<file path="config.mk">
export PLATFORM = sky130hd
export DESIGN_NAME = fetch_stage
export DESIGN_NICKNAME = d
export VERILOG_FILES = /design/src/rtl/fetch_stage.sv
export SDC_FILE = /design/constraint.sdc
export NUM_CORES = 1
export LEC_CHECK = 0
export CORE_MARGIN = 5
export CORE_UTILIZATION = 46
export DETAILED_ROUTE_END_ITERATION = 7
export PLACE_DENSITY = 0.95
export SLEW_MARGIN = 20
export SYNTH_ARGS = -nofsm -noshare
export SYNTH_HDL_FRONTEND = slang
export SYNTH_SLANG_ARGS = --single-unit
</file>
<file path="constraint.sdc">
create_clock -name clk -period 4.51 [get_ports clk]
set_input_delay 0.902 -clock clk [delete_from_list [all_inputs] [get_ports clk]]
set_output_delay 0.902 -clock clk [all_outputs]
set_load 0.01 [all_outputs]
</file>
<file path="src/rtl/fetch_stage.sv">
// IF stage and IF/ID pipeline register of the 8-bit Harvard RISC pipeline.
// Drives both instruction-memory read addresses and latches the fetched instruction toward decode.
module fetch_stage #(
   parameter logic [7:0] NOP_OPCODE = 8'h00,
   parameter int         CNT_W      = 16
) (
   input  logic             clk,
   input  logic             reset,
   input  logic [7:0]       pc_in,
   input  logic             stall,
   input  logic             flush,
   output logic [7:0]       imem_addr0,
   output logic [7:0]       imem_addr1,
   input  logic [7:0]       imem_data0,
   input  logic [7:0]       imem_data1,
   output logic [7:0]       fetched_instruction,
   output logic             ifid_valid,
   output logic [7:0]       ifid_opcode,
   output logic [7:0]       ifid_imm,
   output logic             ifid_two_byte,
   output logic [7:0]       ifid_pc,
   output logic [7:0]       ifid_pc_next,
   output logic [CNT_W-1:0] fetch_count
);

   localparam logic [CNT_W-1:0] CNT_MAX = {CNT_W{1'b1}};
   localparam logic [CNT_W-1:0] CNT_ONE = {{(CNT_W-1){1'b0}}, 1'b1};

   // Opcodes 0xC0..0xCB carry an immediate byte; everything else is a single byte.
   function automatic logic is_two_byte(input logic [7:0] op);
      return (op[7:4] == 4'hC) && (op[3:2] != 2'b11);
   endfunction

   logic             valid_r, valid_s;
   logic [7:0]       opcode_r, opcode_s;
   logic [7:0]       imm_r, imm_s;
   logic             two_byte_r, two_byte_s;
   logic [7:0]       pc_r, pc_s;
   logic [7:0]       pc_next_r, pc_next_s;
   logic [CNT_W-1:0] cnt_r, cnt_s;
   logic             data0_two_s;

   assign imem_addr0          = pc_in;
   assign imem_addr1          = pc_in + 8'd1;
   assign fetched_instruction = imem_data0;
   assign data0_two_s         = is_two_byte(imem_data0);

   // Next IF/ID contents: stall outranks flush, flush outranks a fresh load.
   always_comb begin
      valid_s    = valid_r;
      opcode_s   = opcode_r;
      imm_s      = imm_r;
      two_byte_s = two_byte_r;
      pc_s       = pc_r;
      pc_next_s  = pc_next_r;
      cnt_s      = cnt_r;
      casez ({stall, flush})
         2'b1?: begin
            valid_s = valid_r;
         end
         2'b01: begin
            valid_s    = 1'b0;
            opcode_s   = NOP_OPCODE;
            imm_s      = 8'h00;
            two_byte_s = 1'b0;
         end
         default: begin
            valid_s    = 1'b1;
            opcode_s   = imem_data0;
            two_byte_s = data0_two_s;
            pc_s       = pc_in;
            if (data0_two_s) begin
               imm_s     = imem_data1;
               pc_next_s = pc_in + 8'd2;
            end else begin
               imm_s     = 8'h00;
               pc_next_s = pc_in + 8'd1;
            end
            if (cnt_r != CNT_MAX) begin
               cnt_s = cnt_r + CNT_ONE;
            end else begin
               cnt_s = cnt_r;
            end
         end
      endcase
   end

   // IF/ID register and fetch counter.
   always_ff @(posedge clk or negedge reset) begin
      if (!reset) begin
         valid_r    <= 1'b0;
         opcode_r   <= NOP_OPCODE;
         imm_r      <= 8'h00;
         two_byte_r <= 1'b0;
         pc_r       <= 8'h00;
         pc_next_r  <= 8'h00;
         cnt_r      <= {CNT_W{1'b0}};
      end else begin
         valid_r    <= valid_s;
         opcode_r   <= opcode_s;
         imm_r      <= imm_s;
         two_byte_r <= two_byte_s;
         pc_r       <= pc_s;
         pc_next_r  <= pc_next_s;
         cnt_r      <= cnt_s;
      end
   end

   assign ifid_valid    = valid_r;
   assign ifid_opcode   = opcode_r;
   assign ifid_imm      = imm_r;
   assign ifid_two_byte = two_byte_r;
   assign ifid_pc       = pc_r;
   assign ifid_pc_next  = pc_next_r;
   assign fetch_count   = cnt_r;

endmodule
</file>
==> summary.txt <==
Drt
  – Mean routed wirelength per cell: 16.4 µm
  – Antenna-violating nets left: 0
  – Via density per instance: 5.25
  – Final Routed Wirelength: 6320 µm
  – Via count: 2027
  – DRC: 0
  – First-pass detailed-route iteration total: 4
  – Iter 0 DRT Violations: a little under 70

Floorplanning
  – Initial Util: between 40% and 50%
  – Die span in y: 82.1 µm
  – Die area: between 0.006 and 0.007 mm²
  – FP Rows: 26
  – Core Area: about 0.0051 mm²
  – Die X-Extent: 82.1 µm
  – I/O pin count: slightly above 100

Final layout
  – Most common cell after layout, fill and taps aside: clkdlybuf4s50_1
  – Commonest non-fill, non-tap cells in the layout: clkdlybuf4s50_1 (100), dfrtp_1 (50), nand2_1 (44), a22o_1 (16)
  – # diodes: 0
  – Final std cells w/o fill: 386
  – Layout cells sized above 1: between 5 and 6%
  – Sequential cell area: 0.00125 mm²
  – Area Growth Syn to Fin: 43.0%
  – Nets@finish: between 300 and 400
  – Layout fillers: ~410
  – Area of the multi-input gates: 968 µm²

Global routing
  – Total global routing overflow: 0
  – Number of global-route vias before repair: 2164
  – First-pass GRT wire length: 10400 µm
  – Tot GR Track Use: 20.1%
  – Pin count of the biggest net entering global routing: 51
  – Initial antenna violation count: 0

Logic synthesis
  – Syn Area/Cell: between 10 and 15 µm²
  – Synth top area share: 52.4%
  – Syn Std Cell Area: 0.00239 mm²
  – Post-synth top area cell: dfrtp_1
  – Mapped Nets: 265
  – Sequential fraction of the synthesis area: 52.4%
  – Synth warn: 0
  – Area contributors post-synth: dfrtp_1 (52%), nand2_1 (6.9%), a22o_1 (5.9%), buf_4 (5.0%), xor2_1 (4.4%)
  – Count of cell types in the netlist: 34
  – #FFs+latches synth: 50
  – Post-Synthesis Cells: 233

Worst setup path
  – Critical-path top delay cell: clkdlybuf4s50_1
  – Critical-path cell list: clkdlybuf4s50_1 -> ha_1 -> nand3_1 -> nor2_1 -> xor2_1 -> clkdlybuf4s50_1
  – WS Path Type: input port to primary output
  – CP peak stage delay: 0.63 ns
  – Crit path launch type: input port
  – Most frequent CP cell: clkdlybuf4s50_1
  – CP arrival: 2.85 ns
  – Worst R2R Start: fetch_count[0]
  – R2R setup slack: about 2.8 ns
  – Crit path required time: 3.61 ns
  – Crit path max fanout: 8
  – R2R cell count: 6
  – FF-to-FF End: fetch_count[1]
  – Worst Setup End Kind: primary output

Clocking
  – Max clock buf depth: 2
  – Resize count post-CTS: 0
  – Hold Buf Count CTS: 0
  – Clk_lat worst skew: 0.30 ns
  – Clock transition at the registers of the reported paths: around 0.10 ns
  – Total clock buffers created by CTS: 5
  – Clock tree root driver cell: clkbuf_8
  – TritonCTS clock tree: built
  – CTS Sinks: 50
  – Setup Buffers After CTS: 0
  – # H-tree levels: 2

STA
  – Setup TNS: 0 ns
  – Rel. slew slack: between 50 and 60%
  – Final Hold Fails: 0
  – Hold slack: 0.489 ns
  – Pins Over Slew Limit: 0
  – RSZ-0062 raised after global routing: false
  – Fmax: between 0.2 and 0.3 GHz
  – Clk_skew: 0.0110 ns
  – Slew @ Worst Pin: 0.686 ns
  – Final WS setup: 0.763 ns
  – Part of the cycle the worst path needs: between 80 and 90%
  – Setup violations, final: 0
  – Tmin final: 3.75 ns

Pwr
  – PwrDens: between 300 and 400 mW/mm²
  – Worst vdd ir: ~0.20 mV
  – Int Power: 781 µW
  – Reg power frac: 49.2%
  – P_sw: 340 µW
  – Comb pwr share: ~28%
  – Static Leak: 1.52 nW
  – Clock power frac: 23.0%
  – Sw Share: 30.4%

Placed design
  – Placer Congestion: about 0.8
  – Dpl hpwl: 4820 µm
  – Port buffer count: between 100 and 150
  – Placed Instances: 379
  – Setup WS pre-CTS: 0.837 ns

Hold path
  – Worst hold-check path type: flop to flop
  – Hold endpoint: ifid_two_byte
  – HP Start: ifid_two_byte
  – Hold depth: 1

Status
  – Status: completed

Flow run
  – Max Cap Viol: 0
==> how the worst max path moves through the flow <==
stage,startpoint,to
after global placement,pc_in[0],imem_addr1[6]
after global routing,pc_in[0],imem_addr1[6]
after detailed placement,pc_in[0],imem_addr1[6]
final,pc_in[0],imem_addr1[6]
after CTS,pc_in[0],imem_addr1[6]
after floorplan,pc_in[3],imem_addr1[6]
==> registers in the layout (all words and copies together) (netlist names) <==
| name | cells |
|---|---|
| fetch_count | 16 |
| ifid_imm | 8 |
| ifid_opcode | 8 |
| ifid_pc | 8 |
| ifid_pc_next | 8 |
| ifid_two_byte | 1 |
| ifid_valid | 1 |
==> power by group through the flow <==
stage	registers, mW	logic, mW	clock network, mW
2_1_floorplan	0.575	0.106	0
3_3_place_gp	0.556	0.303	0
3_5_place_dp	0.561	0.315	0
4_1_cts	0.552	0.316	0.265
5_1_grt	0.561	0.340	0.288
6_report	0.552	0.311	0.258
==> per-layer routing <==
| metal | routed length [µm] | global-route usage [%] | up-vias |
|---|---|---|---|
| li1 | - | - | 942 |
| met1 | 2510 | 22.5 | 992 |
| met2 | 3250 | 36.7 | 80 |
| met3 | 459 | 5.70 | 13 |
| met4 | 99 | 6.15 | 0 |
| met5 | 0 | 0 | - |
==> worst max-delay path, delay by kind of cell <==
| family | cells | cell delay (ns) |
|---|---|---|
| buffers and inverters | 2 | 1.19 |
| AND/OR/NAND/NOR | 2 | 0.33 |
| adder cells (fa/ha/maj) | 1 | 0.24 |
| XOR/XNOR | 1 | 0.17 |
==> layout make-up <==
cell class                      count  area share [%]
Multi-Input combinational cell    155            28.4
Tap cell                           70            2.57
Clock buffer                        5            2.02
Clock inverter                      2           0.440
Inverter                            2           0.220
Sequential cell                    50            36.6
Timing Repair Buffer              102            29.8
==> through the flow <==
stage | total power, mW | area (µm²) | utilization [%]
CTS | 1.13 | 3410 | 67.2
finish | 1.12 | 3410 | 67.3
global route | 1.19 | 3410 | 67.3
global placement | 0.859 | 3330 | 65.6
floorplan | 0.682 | 2390 | -
detailed placement | 0.876 | 3330 | 65.6
==> synth_stat cells <==
cell	count
nor4_1	1
o2111ai_1	1
mux2i_1	4
and3_1	2
o21ai_1	1
nor2_2	1
a21oi_1	4
a21o_1	2
buf_4	16
inv_1	2
buf_2	3
and4_1	1
nand3_1	9
nand4_1	4
nor2_1	12
ha_1	4
or2_2	1
nor2b_4	1
a22o_1	16
nand4_2	1
nor3_1	8
nor3_2	1
mux2_4	1
buf_1	3
and2_1	1
dfrtp_1	50
nand2_1	44
clkbuf_1	4
or2_4	1
xnor2_1	11
o21ai_0	9
xor2_1	12
a41oi_1	1
and3_2	1
==> cells by family (layout without fill, tap and decap cells) <==
family | Yosys count | in the layout | share of synthesized area, %
DFF | 50 | 50 | 52.4
muxes | 5 | 5 | 2.30
adders and majority gates | 4 | 4 | 2.10
and+or+nand+nor | 89 | 89 | 17.5
buffers and inverters | 28 | 111 | 7.07
AOI/OAI and AO/OA | 34 | 34 | 10.2
xor gates and xnor gates | 23 | 23 | 8.43
(Power assumes the default switching activity.)
==> patch 1 (same flow settings) <==
Change the parameter `CNT_W` from 16 to 18.
--- a/src/rtl/fetch_stage.sv
+++ b/src/rtl/fetch_stage.sv
@@ -2,7 +2,7 @@
 // Drives both instruction-memory read addresses and latches the fetched instruction toward decode.
 module fetch_stage #(
    parameter logic [7:0] NOP_OPCODE = 8'h00,
-   parameter int         CNT_W      = 16
+   parameter int         CNT_W      = 18
 ) (
    input  logic             clk,
    input  logic             reset,
Ports: changed (resized fetch_count); port bits go from 102 to 104. The function was not compared with the original's and may differ.
==> patch 1 against the original RTL <==
Core utilization is 1.1 points lower. Sequential share of layout area down 0.25 points. Wire length grew 1.7%. Sequential power increased by 4.0%. Sequential cell count increased by 2. Global-route usage down 1.3 points. Clock skew fell by 3.3 ps. Critical path type unchanged. Design area rose by 4.7%. First-iteration DRC count up 13%. Maximum frequency is 0.50% higher. Setup slack improved by 19 ps. Synthesized area rose by 5.6%. Total power grew 2.2%.
==> patch 1: results <==
group,metric,value,unit
power,p_leak,0.001600,uW
route,wl,6426,um
global_routing,first_global_vias,2140,
cells_and_area,nMultiInputCombCells,156,
yosys,synthTopCellsByCount,"52 x dfrtp_1, 41 x nand2_1, 16 x a22o_1, 16 x buf_4, 14 x xnor2_1",
route,wl_per_cell,16.27,um
cells_and_area,nClkBuffers,6,
run_status,status,"complete, no violations",
die,die-area,7064,um2
cells_and_area,drive_above_1_share,7.740,%
power,peakVddDrop,0.2366,mV
cells_and_area,multi_input_area_share,29.32,%
placement,placed_area,3485,um2
global_routing,grt_start_max_net_pins,53,
yosys,synth_fa_ha_area_share,1.984,%
placement,io_buffers,103,
yosys,syn_nets,269,
yosys,yosys.area_share.xor_xnor,9.028,%
cells_and_area,buffer_area_share,28.97,%
yosys,synth_cell_types,41,
global_routing,grt.total_usage,18.79,%
route,vias,2046,
global_routing,use_met1,22.72,%
timing,fin_worst_skew,7.687,ps
cells_and_area,final_nets,354,
cells_and_area,final-clk-cell-share,2.484,%
worst_setup_path,arrival,2830,ps
yosys,yosys-mux-area-fraction,2.629,%
route,first_iter_violations,77,
cells_and_area,seq_share,36.39,%
route,wl_met3,392,um
global_routing,grt_util_met3,4.640,%
route,wl_met1,2659,um
cells_and_area,largest_register_ffs,18,
cells_and_area,nNonClkBuffers,104,
route,met2_length,3320,um
cells_and_area,fillers,443,
yosys,avgSynthCellArea,10.64,um2
-- patch 1: cells by family (layout without fill, tap and decap cells) --
logic type	after synthesis	count (layout)
simple gates	90	90
compound gates	30	30
mux	6	6
fa+ha+maj	4	4
flops	52	52
buf+inv	29	115
xor+xnor	26	26
-- patch 1: path summary, 6_finish.rpt --
kind	end	from	slack, ps	cells after the start
worst max-delay path	imem_addr1[6]	pc_in[0]	780	6
worst min-delay path	ifid_pc_next[6]$_DFFE_PN0P_	ifid_pc_next[6]$_DFFE_PN0P_	490	2
worst max register to register	fetch_count[1]$_DFFE_PN0P_	fetch_count[0]$_DFFE_PN0P_	2530	6
worst min register to register	ifid_pc_next[6]$_DFFE_PN0P_	ifid_pc_next[6]$_DFFE_PN0P_	490	2
max in group asynchronous	fetch_count[7]$_DFFE_PN0P_	reset	3450	1
min in group asynchronous	ifid_imm[0]$_DFFE_PN0N_	reset	630	1
-- patch 1: report_power, final --
group	internal (uW)	switching [uW]
registers	517	57.0
logic	177	134
clock network	111	151
total	805	342
==> patch 2 (config.mk and constraints unchanged) <==
Without the edit above. Register the output `fetch_count` once more, with the module's reset; this adds one clock of latency there. The other outputs are not delayed to match.
--- a/src/rtl/fetch_stage.sv
+++ b/src/rtl/fetch_stage.sv
@@ -112,6 +112,12 @@
    assign ifid_two_byte = two_byte_r;
    assign ifid_pc       = pc_r;
    assign ifid_pc_next  = pc_next_r;
-   assign fetch_count   = cnt_r;
+   always_ff @(posedge clk or negedge reset) begin
+      if (!reset) begin
+         fetch_count <= '0;
+      end else begin
+         fetch_count <= cnt_r;
+      end
+   end
 
 endmodule
Behaviour: not the same (Yosys sat finds a counterexample within 4 cycles, from zero or initial values and one cycle with reset low).
==> patch 2 against the original RTL <==
Combinational power decreased by 3%. Critical path type unchanged. Synthesized area grew 16%. Sequential cell count is 16 higher. Largest cell class unchanged. Via count increased by 4.7%. Total power increased by 35%. First-iteration DRC count is 4.4% higher. Largest power group unchanged. Setup slack gained 39 ps. Wire length is 6.0% higher. Design area up 15%.
==> patch 2: results <==
group,metric,value,unit
hold_path,hold_end,"fetch_count[1]$_DFF_PN0_",
cells_and_area,final_nets,367,
worst_setup_path,reg2reg_from,"cnt_r[0]$_DFFE_PN0P_",
yosys,synth_cell_types,30,
clocking,cts.htree.levels,3,
yosys,yosysSeqAreaShare,59.38,%
placement,dp.cells,399,
yosys,synth_compound_area_share,8.412,%
global_routing,use_met2,29.45,%
timing,period_minus_slack,3709,ps
power,power.switching,403.6,uW
route,wl_met1,2803,um
yosys,synthTopCellsByCount,"66 x dfrtp_1, 40 x nand2_1, 16 x a22o_1, 16 x buf_4, 16 x nor2_1",
power,p_leak,0.001780,uW
cells_and_area,instances_no_fill,415,
hold_path,hold_depth,0,
placement,gp_congestion,0.8356,
yosys,ys_top_cells_by_area,"dfrtp_1 59%, nand2_1 5.4%, a22o_1 5.0%",
global_routing,grt_util_met3,4.610,%
run_status,status,"complete, no violations",
worst_setup_path,arrival,2810,ps
global_routing,grt.total_usage,18.27,%
global_routing,grt_start_max_net_pins,36,
worst_setup_path,regToRegEndpoint,"cnt_r[4]$_DFFE_PN0P_",
timing,tightest_slew,729.4,ps
route,routed_via_density,5.113,
==> patch 2: area by class of cell <==
| cell class | instances | area, um2 | share of cell area (%) |
|---|---|---|---|
| Sequential cell | 66 | 1652 | 41.97 |
| Timing Repair Buffer | 104 | 1028 | 26.14 |
| Multi-Input combinational cell | 151 | 953.4 | 24.23 |
| Clock buffer | 12 | 145.1 | 3.688 |
| Tap cell | 75 | 93.84 | 2.385 |
| Clock inverter | 4 | 51.30 | 1.304 |
| Inverter | 3 | 11.26 | 0.2862 |
==> patch 2: power groups by stage <==
stage | clock network (uW) | logic [uW] | registers (uW)
final | 486 | 303 | 724
after global routing | 527 | 330 | 735
after CTS | 499 | 309 | 725
after detailed placement | 0 | 306 | 735
after global placement | 0 | 299 | 729
after floorplan | 0 | 99.7 | 750
==> patch 2: critical path, stage by stage <==
cell             delay, ps
clkdlybuf4s50_1        640
ha_1                   240
nand3_1                150
nor2_1                 150
xor2_1                 160
clkdlybuf4s50_1        560
